File: src/rtl/uart_sdram_pkg.sv
// Shared definitions for the UART-to-SDRAM image path: frame geometry,
// inter-byte timeout, byte-pairing states and word byte order.
package uart_sdram_pkg;

    localparam int DATA_W              = 16;
    localparam int FRAME_WORDS_DFLT    = 153600;  // 640x480 RGB332, two pixels per word
    localparam int TIMEOUT_CYCLES_DFLT = 50000;   // 1 ms at 50 MHz

    // First received byte lands in the low half of the word.
    localparam bit LO_BYTE_FIRST = 1'b1;

    typedef enum logic {
        S_LO = 1'b0,
        S_HI = 1'b1
    } pack_state_e;

    function automatic logic [DATA_W-1:0] pack_word(input logic [7:0] first_b,
                                                    input logic [7:0] second_b);
        return LO_BYTE_FIRST ? {second_b, first_b} : {first_b, second_b};
    endfunction

endpackage

File: src/rtl/byte_gap_timer.sv
// Counts idle cycles while waiting for the second byte of a word; expire
// is high while the count sits at TIMEOUT_CYCLES-1.
module byte_gap_timer #(
    parameter int TIMEOUT_CYCLES = 50000,
    parameter int W              = (TIMEOUT_CYCLES > 1) ? $clog2(TIMEOUT_CYCLES) : 1
) (
    input  logic clk,
    input  logic rst_n,
    input  logic clr,
    input  logic en,
    output logic expire
);

    localparam logic [W-1:0] LAST = W'(TIMEOUT_CYCLES - 1);

    logic [W-1:0] cnt_q, cnt_d;

    always_comb begin
        cnt_d = cnt_q;
        if (clr) begin
            cnt_d = '0;
        end else if (en && (cnt_q != LAST)) begin
            cnt_d = cnt_q + 1'b1;
        end
    end

    always_ff @(posedge clk or negedge rst_n) begin
        if (!rst_n) begin
            cnt_q <= '0;
        end else begin
            cnt_q <= cnt_d;
        end
    end

    assign expire = (cnt_q == LAST);

endmodule

File: src/rtl/uart_word_packer.sv
// Pairs UART bytes into 16-bit SDRAM words, writes them to the SDRAM FIFO
// under full backpressure, counts words per frame and resyncs on byte gaps.
module uart_word_packer
    import uart_sdram_pkg::*;
#(
    parameter int FRAME_WORDS    = FRAME_WORDS_DFLT,
    parameter int TIMEOUT_CYCLES = TIMEOUT_CYCLES_DFLT,
    parameter int CNT_W          = (FRAME_WORDS > 1) ? $clog2(FRAME_WORDS) : 1
) (
    input  logic              Sys_clk,
    input  logic              Rst_n,
    input  logic              soft_clr,
    input  logic [7:0]        rx_data,
    input  logic              rx_done,
    input  logic              fifo_full,
    output logic              FIFO_WR_EN,
    output logic [DATA_W-1:0] FIFO_WR_data,
    output logic              frame_done,
    output logic [CNT_W-1:0]  word_cnt,
    output logic              overflow,
    output logic              resync_err
);

    localparam logic [CNT_W-1:0] LAST_WORD = CNT_W'(FRAME_WORDS - 1);

    pack_state_e       state_q, state_d;
    logic [7:0]        lo_q, lo_d;
    logic [DATA_W-1:0] hold_q, hold_d;
    logic              pending_q, pending_d;
    logic [DATA_W-1:0] data_q, data_d;
    logic              wr_en_q, wr_en_d;
    logic              frame_done_q, frame_done_d;
    logic [CNT_W-1:0]  cnt_q, cnt_d;
    logic              overflow_q, overflow_d;
    logic              resync_q, resync_d;

    logic              tmr_clr, tmr_en, tmr_expire;
    logic              word_done, timeout_hit;
    logic [DATA_W-1:0] new_word, wr_word;
    logic              write_now, frame_last;

    byte_gap_timer #(
        .TIMEOUT_CYCLES (TIMEOUT_CYCLES)
    ) u_gap_timer (
        .clk    (Sys_clk),
        .rst_n  (Rst_n),
        .clr    (tmr_clr),
        .en     (tmr_en),
        .expire (tmr_expire)
    );

    // ---------------- FSM: state register ----------------
    always_ff @(posedge Sys_clk or negedge Rst_n) begin
        if (!Rst_n) begin
            state_q <= S_LO;
        end else begin
            state_q <= state_d;
        end
    end

    // ---------------- FSM: next state ----------------
    always_comb begin
        state_d = state_q;
        if (soft_clr) begin
            state_d = S_LO;
        end else begin
            case (state_q)
                S_LO:    if (rx_done) state_d = S_HI;
                S_HI:    if (rx_done || tmr_expire) state_d = S_LO;
                default: state_d = S_LO;
            endcase
        end
    end

    // ---------------- FSM: outputs ----------------
    // A byte arriving on the expiry cycle still completes the word.
    always_comb begin
        word_done   = 1'b0;
        timeout_hit = 1'b0;
        tmr_clr     = 1'b1;
        tmr_en      = 1'b0;
        lo_d        = lo_q;
        case (state_q)
            S_LO: begin
                if (rx_done) lo_d = rx_data;
            end
            S_HI: begin
                word_done   = rx_done;
                timeout_hit = !rx_done && tmr_expire;
                tmr_clr     = rx_done || tmr_expire;
                tmr_en      = !rx_done;
            end
            default: ;
        endcase
        if (soft_clr) begin
            word_done   = 1'b0;
            timeout_hit = 1'b0;
            tmr_clr     = 1'b1;
            tmr_en      = 1'b0;
            lo_d        = '0;
        end
    end

    // ---------------- holding register, write strobe, frame count ----------------
    assign new_word   = pack_word(lo_q, rx_data);
    assign write_now  = !fifo_full && (pending_q || word_done);
    assign wr_word    = pending_q ? hold_q : new_word;
    assign frame_last = (cnt_q == LAST_WORD);

    always_comb begin
        pending_d    = pending_q;
        hold_d       = hold_q;
        overflow_d   = overflow_q;
        data_d       = data_q;
        wr_en_d      = 1'b0;
        frame_done_d = 1'b0;
        cnt_d        = cnt_q;
        resync_d     = timeout_hit;

        // A word that finds the FIFO free and nothing queued skips the hold stage.
        if (word_done) begin
            if (pending_q && fifo_full) begin
                overflow_d = 1'b1;
            end else if (pending_q || fifo_full) begin
                hold_d    = new_word;
                pending_d = 1'b1;
            end
        end else if (pending_q && !fifo_full) begin
            pending_d = 1'b0;
        end

        if (write_now) begin
            wr_en_d      = 1'b1;
            data_d       = wr_word;
            frame_done_d = frame_last;
            cnt_d        = frame_last ? '0 : cnt_q + 1'b1;
        end

        if (soft_clr) begin
            pending_d    = 1'b0;
            hold_d       = '0;
            overflow_d   = 1'b0;
            data_d       = '0;
            wr_en_d      = 1'b0;
            frame_done_d = 1'b0;
            cnt_d        = '0;
            resync_d     = 1'b0;
        end
    end

    always_ff @(posedge Sys_clk or negedge Rst_n) begin
        if (!Rst_n) begin
            lo_q         <= '0;
            hold_q       <= '0;
            pending_q    <= 1'b0;
            data_q       <= '0;
            wr_en_q      <= 1'b0;
            frame_done_q <= 1'b0;
            cnt_q        <= '0;
            overflow_q   <= 1'b0;
            resync_q     <= 1'b0;
        end else begin
            lo_q         <= lo_d;
            hold_q       <= hold_d;
            pending_q    <= pending_d;
            data_q       <= data_d;
            wr_en_q      <= wr_en_d;
            frame_done_q <= frame_done_d;
            cnt_q        <= cnt_d;
            overflow_q   <= overflow_d;
            resync_q     <= resync_d;
        end
    end

    assign FIFO_WR_EN   = wr_en_q;
    assign FIFO_WR_data = data_q;
    assign frame_done   = frame_done_q;
    assign word_cnt     = cnt_q;
    assign overflow     = overflow_q;
    assign resync_err   = resync_q;

endmodule
File: config.mk
export PLATFORM = sky130hd
export DESIGN_NAME = uart_word_packer
export DESIGN_NICKNAME = d
export VERILOG_FILES = /design/src/rtl/uart_sdram_pkg.sv /design/src/rtl/byte_gap_timer.sv /design/src/rtl/uart_word_packer.sv
export SDC_FILE = /design/constraint.sdc
export NUM_CORES = 1
export LEC_CHECK = 0
export CAP_MARGIN = 20
export CORE_MARGIN = 2
export CORE_UTILIZATION = 25
export CTS_BUF_LIST = sky130_fd_sc_hd__clkbuf_8
export CTS_CLUSTER_DIAMETER = 120
export DETAILED_ROUTE_END_ITERATION = 12
export GPL_ROUTABILITY_DRIVEN = 1
export SETUP_SLACK_MARGIN = 0.15
export SLEW_MARGIN = 15
export SYNTH_ARGS = -nofsm -noshare
export SYNTH_HDL_FRONTEND = slang
export SYNTH_HIERARCHICAL = 1
export SYNTH_SLANG_ARGS = --single-unit
export TNS_END_PERCENT = 100
File: constraint.sdc
create_clock -name Sys_clk -period 2.4 [get_ports Sys_clk]
set_clock_uncertainty 0.05 [all_clocks]
set_input_delay 0.48 -clock Sys_clk [delete_from_list [all_inputs] [get_ports Sys_clk]]
set_output_delay 0.48 -clock Sys_clk [all_outputs]
set_load 0.02 [all_outputs]
==> results.py <==
metrics = {
    "global_route": {
        "grt_busiest_layer": "met2",
        "grt_pass1_wl_mm": 15.9,
        "grt_usage": 0.122,
        "overflow": 0,
        "grtUsageMet3": 0.0343,
        "gr-usage-met2": 0.200,
        "grt_pass1_vias": 3122,
        "met1_usage": 0.151,
        "grt_start_max_net_pins": 51,
        "antenna_found_initial": 0,
    },
    "pwr": {
        "clkPwrFrac": 0.404,
        "p_leak_nw": 1.94,
        "p_comb_frac": 0.088,
        "pwr-share-seq": 0.509,
        "intPower_mw": 2.08,
        "power-per-cell-area_mw_per_mm2": 556,
        "sw_frac_of_total": 0.241,
        "switchingPower_mw": 0.662,
        "ir_drop_mv": 0.283,
    },
    "placement": {
        "hpwl_mm": 6.59,
        "gp_congestion": 0.783,
        "pre_cts_ws_ps": -23.1,
        "dpl_cell_area_sq_mm": 0.00470,
        "place.port_buffers": 50,
    },
    "status": {
        "status": "complete, but fails checks",
        "violations": "negative hold slack",
    },
    "yosys": {
        "syn_area_sq_mm": 0.00391,
        "seq_area_frac_synth": 0.512,
        "synthAdderAreaFrac": 0.00640,
        "synth_commonest_cells": "80 x dfrtp_1, 53 x nor2_1, 33 x mux2i_1, 33 x nand2_1, 20 x a21oi_1",
        "ys.flop_type": "dfrtp_1",
        "synth_compound_area_frac": 0.121,
        "synth_nets": 402,
        "async_flop_share": 1.00,
        "synthMuxAreaShare": 0.0931,
        "synthMostInstantiatedCell": "dfrtp_1",
        "netlist_instances": 387,
        "synth_simple_gate_area_frac": 0.201,
        "syn_avg_cell_area_sq_um": 10.1,
        "ys_ff_latch": 80,
        "synth_cell_type_count": 51,
        "ys_top_cells_by_area": "dfrtp_1 51%, mux2i_1 8.4%, nor2_1 5.1%, a211oi_1 3.6%, nand2_1 3.2%",
        "synth_top_area_frac": 0.512,
        "synth-warning-count": 6,
        "synth_top_family_by_area": "simple AND/OR/NAND/NOR gates",
        "synth_xor_area_frac": 0.0313,
        "synth_enable_flop_cells": 0,
        "synth_top_cell_by_area": "dfrtp_1",
    },
    "timing": {
        "tightestPinTransition_ps": 699,
        "slew_viol_final": 0,
        "finalHoldViolations": 4,
        "worst_slack_ps": 272,
        "setup-violations-final": 0,
        "rsz0062_at_grt": "no",
        "finalCriticalPeriod_ps": 2130,
        "timing.final.crit_share": 0.887,
        "slew_headroom": 0.532,
        "fin_hold_ws_ps": -4.41,
        "fmax_ghz": 0.470,
    },
    "die": {
        "rows": 45,
        "die_area_sq_mm": 0.0167,
        "start_util": 0.256,
        "core-area_sq_mm": 0.0153,
        "die_w_um": 129,
        "num_io_pins": 51,
        "fp.dieH_um": 129,
    },
    "critical_path": {
        "worstPathRequired_ps": 2600,
        "crit_chain": "or4b_4 > nor4_2 > nand2b_4 > nor2_1 > mux2_2",
        "criticalPathCategory": "reg2reg",
        "ff2ff_setup_slack_ps": 270,
        "setup.worst_path.end_class": "flop",
        "startpoint_type": "flop",
        "cpLargestDelayFamily": "simple AND/OR/NAND/NOR gates",
        "cpMaxStageDelayCell": "or4b_4",
        "crit_fanout": 11,
        "arrival_ps": 2330,
        "path_buf_inv": 0,
        "slowest_delay_ps": 590,
    },
    "clock_tree": {
        "clock_sinks": 80,
        "clk_latency_ps": 360,
        "hold_buffers": 0,
        "cts_max_path_buffers": 2,
        "clk_pin_slew_ps": 90,
        "cts_tree": "yes",
        "clock-root-buffer": "clkbuf_8",
        "numCtsBuffers": 9,
        "htree_levels": 3,
    },
    "final_layout": {
        "fin_area_sq_mm": 0.00493,
        "nets": 456,
        "syn_to_final_growth_pct": 26.1,
        "diodes": 0,
        "drive_gt1_frac": 0.112,
    },
    "detailed_routing": {
        "wl_mm": 9.56,
        "vias": 3088,
        "vias_per_cell": 4.70,
        "drt_iter0_drc": 290,
        "wl_per_cell_um": 14.5,
        "drtAntennaViolNets": 0,
        "drtPass1Iterations": 6,
        "drc": 0,
    },
    "hold_path": {
        "hold_class": "in2async",
    },
    "flow_run": {
        "cap_violations": 0,
    },
}
-- layout by cell type (no fill, tap or decap), drive strengths merged, types with 9 or more instances in the layout --
cell type / count
a21oi: 21
o21ai: 17
mux2i: 33
xor2: 10
a211oi: 19
buf: 17
nand2: 33
clkbuf: 10
nor3: 9
clkdlybuf4s50: 48
dfrtp: 80
nand4: 10
nand3: 16
nor2: 53
-- logic make-up after synthesis --
| logic type | Yosys count |
|---|---|
| AND/OR/NAND/NOR | 156 |
| flip-flops | 80 |
| AO/OA/AOI/OAI | 71 |
| multiplexers | 36 |
| buffers and inverters | 28 |
| XOR/XNOR | 14 |
| adder cells (fa/ha/maj) | 2 |
-- per-layer routing --
| metal | part of all wire | up-vias | wire (um) |
|---|---|---|---|
| li1 | - | 1491 | - |
| met1 | 0.44 | 1529 | 4250 |
| met2 | 0.49 | 52 | 4700 |
| met3 | 0.041 | 16 | 388 |
| met4 | 0.023 | 0 | 218 |
| met5 | 0 | - | 0 |
-- worst paths after layout --
| check | from | to | cells after the start |
|---|---|---|---|
| worst max-delay path | u_gap_timer/cnt_q[7] | u_gap_timer/cnt_q[14] | 5 |
| worst min-delay path | Rst_n | word_cnt[15] | 1 |
| worst max register to register | u_gap_timer/cnt_q[7] | u_gap_timer/cnt_q[14] | 5 |
| worst min register to register | hold_q[5] | hold_q[5] | 2 |
| max in group asynchronous | Rst_n | FIFO_WR_data[8] | 2 |
| min in group Sys_clk | hold_q[5] | hold_q[5] | 2 |
-- sequential cells by signal, summed over array words and instances, names as in the netlist --
name               cells
frame_done             1
overflow               1
word_cnt              18
FIFO_WR_EN             1
FIFO_WR_data          16
resync_err             1
u_gap_timer/cnt_q     16
state_q                1
pending_q              1
hold_q                16
lo_q                   8
-- per-stage QoR --
step	util	setup TNS (ps)	std cells	hold slack, ps	power, mW
after global placement	0.308	0	641	409	1.66
after detailed placement	0.308	-23.1	641	414	1.67
final	0.323	0	657	-4.41	2.74
after CTS	0.323	0	657	4.41	2.79
after global routing	0.323	0	657	11.4	2.87
after floorplan	-	0	387	134	1.54
-- what timing repair did --
item,CTS,global route
setup endpoints to repair,3,7
setup buffers,0,0
pin swaps,0,1
gates cloned,0,0
resized for setup,1,2
-- final cells by class --
type | count | area [sq um]
fillers | 1580 | 10300
flip-flops and latches | 80 | 2000
multi-input cells | 279 | 1790
repair buffers | 65 | 631
well taps | 211 | 264
clock buffers | 10 | 138
clock inverters | 6 | 82.6
inverters | 6 | 22.5
-- power by group through the flow --
stage / Combinational, mW / Sequential, mW / Clock (mW)
floorplan: 0.108 / 1.44 / 0
global route: 0.267 / 1.40 / 1.21
global placement: 0.241 / 1.42 / 0
CTS: 0.247 / 1.39 / 1.14
finish: 0.241 / 1.39 / 1.11
detailed placement: 0.246 / 1.42 / 0
Note: power is estimated with default switching activity, not from simulation.
